$ cat config.mk
export PLATFORM = sky130hd
export DESIGN_NAME = zeroasic_mae_core_flat
export DESIGN_NICKNAME = d
export VERILOG_FILES = /design/src/rtl/zeroasic_mae_pkg.sv /design/src/rtl/zeroasic_mae_core_if.sv /design/src/rtl/zeroasic_mae_reg.sv /design/src/rtl/zeroasic_mae_core.sv /design/src/flat_wrapper.sv
export SDC_FILE = /design/constraint.sdc
export NUM_CORES = 1
export LEC_CHECK = 0
export CAP_MARGIN = 20
export CORE_AREA = 2 2 162 164
export DETAILED_ROUTE_END_ITERATION = 10
export DIE_AREA = 0 0 164 166
export MAX_ROUTING_LAYER = met4
export PLACE_DENSITY = 0.69
export SYNTH_ARGS = -nofsm -noshare
export SYNTH_HDL_FRONTEND = slang
export SYNTH_HIERARCHICAL = 1
export SYNTH_SLANG_ARGS = --single-unit
$ cat constraint.sdc
create_clock -name vclk -period 17.2
set_clock_uncertainty 0.05 [all_clocks]
set_input_delay 4.3 -clock vclk [all_inputs]
set_output_delay 4.3 -clock vclk [all_outputs]
set_load 0.02 [all_outputs]
$ cat src/rtl/zeroasic_mae_pkg.sv
// Shared widths, accumulator word type and product sign-extension for the MAE core.
package zeroasic_mae_pkg;

  localparam int unsigned A_W    = 18;
  localparam int unsigned B_W    = 18;
  localparam int unsigned PROD_W = 36;
  localparam int unsigned P_W    = 40;

  typedef logic [P_W-1:0] acc_t;

  // Widen a signed product to the accumulator width.
  function automatic acc_t sext_prod(input logic [PROD_W-1:0] p);
    return {{(P_W-PROD_W){p[PROD_W-1]}}, p};
  endfunction

endpackage

$ cat src/rtl/zeroasic_mae_core_if.sv
// Operand, control and result bundle of the MAE core.
interface zeroasic_mae_core_if;
  import zeroasic_mae_pkg::*;

  logic signed [A_W-1:0] A;
  logic                  A_EN;
  logic                  A_SRST_N;
  logic                  A_BYPASS;
  logic signed [B_W-1:0] B;
  logic                  B_EN;
  logic                  B_SRST_N;
  logic                  B_BYPASS;
  logic                  P_EN;
  logic                  P_SRST_N;
  logic                  P_BYPASS;
  logic [P_W-1:0]        P;

  modport slave (
    input  A, A_EN, A_SRST_N, A_BYPASS,
    input  B, B_EN, B_SRST_N, B_BYPASS,
    input  P_EN, P_SRST_N, P_BYPASS,
    output P
  );

  modport master (
    output A, A_EN, A_SRST_N, A_BYPASS,
    output B, B_EN, B_SRST_N, B_BYPASS,
    output P_EN, P_SRST_N, P_BYPASS,
    input  P
  );

endinterface

$ cat src/rtl/zeroasic_mae_reg.sv
// Pipeline register with enable, sync clear, async clear and a static-present / runtime-bypass output mux.
module zeroasic_mae_reg #(
  parameter int unsigned W       = 18,
  parameter int unsigned PRESENT = 0
) (
  input  logic         clk,
  input  logic         rst_n,
  input  logic [W-1:0] i_d,
  input  logic         i_en,
  input  logic         i_srst_n,
  input  logic         i_bypass,
  output logic [W-1:0] o_q
);

  logic [W-1:0] r_q;

  // Keeps clocking even when bypassed at runtime.
  always_ff @(posedge clk or negedge rst_n) begin
    if (!rst_n) begin
      r_q <= '0;
    end else if (!i_srst_n) begin
      r_q <= '0;
    end else if (i_en) begin
      r_q <= i_d;
    end
  end

  assign o_q = ((PRESENT != 0) && !i_bypass) ? r_q : i_d;

endmodule

$ cat src/rtl/zeroasic_mae_core.sv
// 18x18 signed multiplier with optional A/B/P staging and an optional 40-bit accumulating post-adder.
module zeroasic_mae_core
  import zeroasic_mae_pkg::*;
#(
  parameter int unsigned BYPASS_A          = 0,
  parameter int unsigned BYPASS_B          = 0,
  parameter int unsigned BYPASS_P          = 0,
  parameter int unsigned POST_ADDER_STATIC = 0
) (
  input  logic               CLK,
  input  logic               C_ARST_N,
  zeroasic_mae_core_if.slave mae
);

  logic signed [A_W-1:0]    w_a_q;
  logic signed [B_W-1:0]    w_b_q;
  logic signed [PROD_W-1:0] w_prod;
  acc_t                     w_prod_x;
  acc_t                     w_p_mult;
  acc_t                     w_acc_sum;
  acc_t                     w_p_macc;
  acc_t                     r_acc;

  zeroasic_mae_reg #(.W(A_W), .PRESENT(BYPASS_A)) u_reg_a (
    .clk      (CLK),
    .rst_n    (C_ARST_N),
    .i_d      (mae.A),
    .i_en     (mae.A_EN),
    .i_srst_n (mae.A_SRST_N),
    .i_bypass (mae.A_BYPASS),
    .o_q      (w_a_q)
  );

  zeroasic_mae_reg #(.W(B_W), .PRESENT(BYPASS_B)) u_reg_b (
    .clk      (CLK),
    .rst_n    (C_ARST_N),
    .i_d      (mae.B),
    .i_en     (mae.B_EN),
    .i_srst_n (mae.B_SRST_N),
    .i_bypass (mae.B_BYPASS),
    .o_q      (w_b_q)
  );

  assign w_prod   = PROD_W'(w_a_q) * PROD_W'(w_b_q);
  assign w_prod_x = sext_prod(w_prod);

  zeroasic_mae_reg #(.W(P_W), .PRESENT(BYPASS_P)) u_reg_p (
    .clk      (CLK),
    .rst_n    (C_ARST_N),
    .i_d      (w_prod_x),
    .i_en     (mae.P_EN),
    .i_srst_n (mae.P_SRST_N),
    .i_bypass (mae.P_BYPASS),
    .o_q      (w_p_mult)
  );

  // Accumulator wraps modulo 2^40; a sync clear drops the current product.
  always_ff @(posedge CLK or negedge C_ARST_N) begin
    if (!C_ARST_N) begin
      r_acc <= '0;
    end else if (!mae.P_SRST_N) begin
      r_acc <= '0;
    end else if (mae.P_EN) begin
      r_acc <= w_acc_sum;
    end
  end

  assign w_acc_sum = r_acc + w_prod_x;
  assign w_p_macc  = (BYPASS_P != 0) ? r_acc : w_acc_sum;
  assign mae.P     = (POST_ADDER_STATIC != 0) ? w_p_macc : w_p_mult;

endmodule
$ cat src/flat_wrapper.sv
// flat-port wrapper written by rule: the top's interface ports become plain ports
module zeroasic_mae_core_flat import zeroasic_mae_pkg::*;
#(
  parameter int unsigned BYPASS_A          = 0,
  parameter int unsigned BYPASS_B          = 0,
  parameter int unsigned BYPASS_P          = 0,
  parameter int unsigned POST_ADDER_STATIC = 0
)
  (CLK, C_ARST_N, mae_A, mae_A_EN, mae_A_SRST_N, mae_A_BYPASS, mae_B, mae_B_EN, mae_B_SRST_N, mae_B_BYPASS, mae_P_EN, mae_P_SRST_N, mae_P_BYPASS, mae_P);
  zeroasic_mae_core_if mae_i ();
  input  logic CLK;
  input  logic C_ARST_N;
  input wire logic [$bits(mae_i.A)-1:0] mae_A;
  input wire logic [$bits(mae_i.A_EN)-1:0] mae_A_EN;
  input wire logic [$bits(mae_i.A_SRST_N)-1:0] mae_A_SRST_N;
  input wire logic [$bits(mae_i.A_BYPASS)-1:0] mae_A_BYPASS;
  input wire logic [$bits(mae_i.B)-1:0] mae_B;
  input wire logic [$bits(mae_i.B_EN)-1:0] mae_B_EN;
  input wire logic [$bits(mae_i.B_SRST_N)-1:0] mae_B_SRST_N;
  input wire logic [$bits(mae_i.B_BYPASS)-1:0] mae_B_BYPASS;
  input wire logic [$bits(mae_i.P_EN)-1:0] mae_P_EN;
  input wire logic [$bits(mae_i.P_SRST_N)-1:0] mae_P_SRST_N;
  input wire logic [$bits(mae_i.P_BYPASS)-1:0] mae_P_BYPASS;
  output wire logic [$bits(mae_i.P)-1:0] mae_P;
  assign mae_i.A = mae_A;
  assign mae_i.A_EN = mae_A_EN;
  assign mae_i.A_SRST_N = mae_A_SRST_N;
  assign mae_i.A_BYPASS = mae_A_BYPASS;
  assign mae_i.B = mae_B;
  assign mae_i.B_EN = mae_B_EN;
  assign mae_i.B_SRST_N = mae_B_SRST_N;
  assign mae_i.B_BYPASS = mae_B_BYPASS;
  assign mae_i.P_EN = mae_P_EN;
  assign mae_i.P_SRST_N = mae_P_SRST_N;
  assign mae_i.P_BYPASS = mae_P_BYPASS;
  assign mae_P = mae_i.P;
  zeroasic_mae_core #(.BYPASS_A(BYPASS_A), .BYPASS_B(BYPASS_B), .BYPASS_P(BYPASS_P), .POST_ADDER_STATIC(POST_ADDER_STATIC)) u_core (.CLK(CLK), .C_ARST_N(C_ARST_N), .mae(mae_i));
endmodule
==> impl_metrics.py <==
metrics = {
    "status": {
        "status": "finished clean",
    },
    "place": {
        "placedInstanceArea_um2": 13200,
        "dp_hpwl_mm": 23.7,
        "gp_congestion": 0.879,
        "portBuffers": 76,
    },
    "grt": {
        "grt_pass1_wl_mm": 46.4,
        "grt_overflow": 0,
        "top_usage_layer": "met2",
        "grt_max_degree": 20,
        "gr-usage-met2": 0.397,
        "antenna_found_initial": 0,
        "grt_pass1_vias": 9282,
        "grt_usage": 0.220,
        "use_met3": 0.00874,
        "met1_usage": 0.274,
    },
    "min_path": {
        "hold-path-cell-count": 4,
        "hold_path.class": "input port to primary output",
    },
    "floorplan": {
        "fp.dieW_um": 164,
        "initial_core_util": 0.492,
        "rows": 59,
        "fp.dieArea_um2": 27200,
        "core_area_um2": 25600,
        "boundaryPins": 87,
        "die_y_um": 166,
    },
    "timing": {
        "rsz0062_at_grt": "false",
        "tightest_slew_ns": 0.946,
        "tns_ns": 0,
        "hold_viol": 0,
        "fmax_mhz": 61.1,
        "slew_headroom": 0.367,
        "layout_min_cycle_time_ns": 16.37,
        "drv_slew": 0,
        "setup-violations-final": 0,
        "finalCritPeriodShare": 0.952,
    },
    "yosys": {
        "synth_fp_nets": 1871,
        "netlist_instances": 1402,
        "syn_area_per_cell_um2": 9.00,
        "synth.yosys.seq_area_share": 0,
        "yosys_warnings": 6,
        "ys_types": 41,
        "netlist_area_um2": 12600,
    },
    "final_layout": {
        "final_area_um2": 13200,
        "syn_to_final_growth_pct": 4.55,
        "drive_gt1_frac": 0.0182,
        "fill_cells": 2401,
        "seq_cells": 0,
        "diodes": 0,
        "nets": 1847,
        "regArea_um2": 0,
        "multi_input_area_um2": 10500,
        "clkbuf_count": 0,
    },
    "worst_setup_path": {
        "crit_path_end_kind": "primary output",
        "worstPathRequired_ns": 12.85,
        "cp.arrival_ns": 12.02,
        "crit_type": "input port to primary output",
        "worstPathMaxFanout": 18,
        "cp-start-kind": "input port",
    },
    "drt": {
        "detail_route.wl_per_cell_um": 15.9,
        "first_pass_iters": 7,
        "first_iter_violations": 404,
        "wl_mm": 27.3,
        "drc": 0,
        "vias": 8494,
        "ant_nets": 0,
        "vias_per_cell": 4.96,
    },
    "cts": {
        "cts_resized": 0,
        "post-cts-setup-buffer-count": 0,
        "cts_hold_buf": 0,
    },
    "flow_run": {
        "max-cap-violations": 0,
    },
}
-- routing by layer --
| layer | vias to the layer above | share of wire |
|---|---|---|
| met5 | - | 0 |
| met4 | 0 | 0.029 |
| met3 | 39 | 0.035 |
| met2 | 182 | 0.53 |
| met1 | 4387 | 0.40 |
| li1 | 3886 | - |
-- cell usage after synthesis (2+ instances only) --
cell	count	share of area
inv_1	368	0.11
fa_1	329	0.52
and2_1	164	0.081
nand2_1	161	0.048
ha_1	93	0.092
buf_4	76	0.045
clkbuf_1	43	0.013
xnor2_1	29	0.020
a21oi_1	25	0.0099
nor2_1	22	0.0065
nor2b_1	16	0.0079
o21ai_0	11	0.0044
nand2b_1	7	0.0035
o21bai_1	7	0.0042
xor2_1	6	0.0042
a21o_1	5	0.0030
nand3_1	4	0.0016
nor3_1	4	0.0016
a31oi_1	3	0.0015
o21a_1	3	0.0018
a211o_1	2	0.0014
a21boi_0	2	0.0012
and3_1	2	0.00099
and4_1	2	0.0014
nand4_1	2	0.00099
-- kinds of logic (layout without fill, tap and decap cells) --
family / count (synthesis) / count (layout) / share of synthesized area
AND/OR/NAND/NOR: 384 / 384 / 0.154
buffers and inverters: 489 / 463 / 0.169
AO/OA/AOI/OAI: 71 / 71 / 0.0378
XOR/XNOR: 35 / 35 / 0.0243
adder cells (fa/ha/maj): 422 / 422 / 0.614
multiplexers: 1 / 1 / 0.000893
-- cells in the final DEF, fill, tap and decap left out, types with 2 or more instances in the layout --
cell type        count
nor2b_1             16
o21bai_1             7
nand2_1            161
xnor2_1             29
nor2_1              22
a31oi_1              3
buf_4               19
o21a_1               3
inv_1              368
nor3_1               4
nand4_1              2
a211o_1              2
xor2_1               6
a21oi_1             25
nand2b_1             7
ha_1                93
nand3_1              4
fa_1               329
clkdlybuf4s50_1     76
o21ai_0             11
and2_1             164
a21o_1               5
and3_1               2
and4_1               2
a21boi_0             2
-- through the flow --
| stage | std cells | util | worst slack [ns] | hold WS, ns |
|---|---|---|---|---|
| floorplan | 1402 | - | 2.29 | 8.89 |
| global placement | 1711 | 0.515 | 0.797 | 10.06 |
| detailed placement | 1711 | 0.515 | 0.767 | 10.05 |
| CTS | 1711 | 0.515 | 0.715 | 10.05 |
| global route | 1711 | 0.515 | 0.447 | 10.07 |
| finish | 1711 | 0.515 | 0.827 | 10.07 |
-- worst max-delay path: stages --
cell             delay [ns]
clkdlybuf4s50_1        1.00
nand2_1                0.23
fa_1                   0.57
inv_1                  0.15
fa_1                   0.87
fa_1                   0.53
fa_1                   0.53
fa_1                   0.51
inv_1                  0.05
fa_1                   0.48
inv_1                  0.04
ha_1                   0.33
a21o_1                 0.20
a21oi_1                0.15
o2bb2ai_1              0.09
a31o_2                 0.24
o41a_1                 0.37
a211o_1                0.29
a21oi_1                0.18
xnor2_1                0.21
clkdlybuf4s50_1        0.67
-- final timing paths --
check | endpoint | from | slack [ns]
setup / recovery | mae_P[37] | mae_B[4] | 0.83
hold / removal | mae_P[0] | mae_B[0] | 10.07
-- area by class of cell --
cell class / count / area share
inverters: 368 / 0.105
repair buffers: 95 / 0.0685
multi-input cells: 913 / 0.795
well taps: 335 / 0.0318
Power is not shown: default switching activity piles up to over one toggle a cycle in this logic, so the estimate is an artifact.
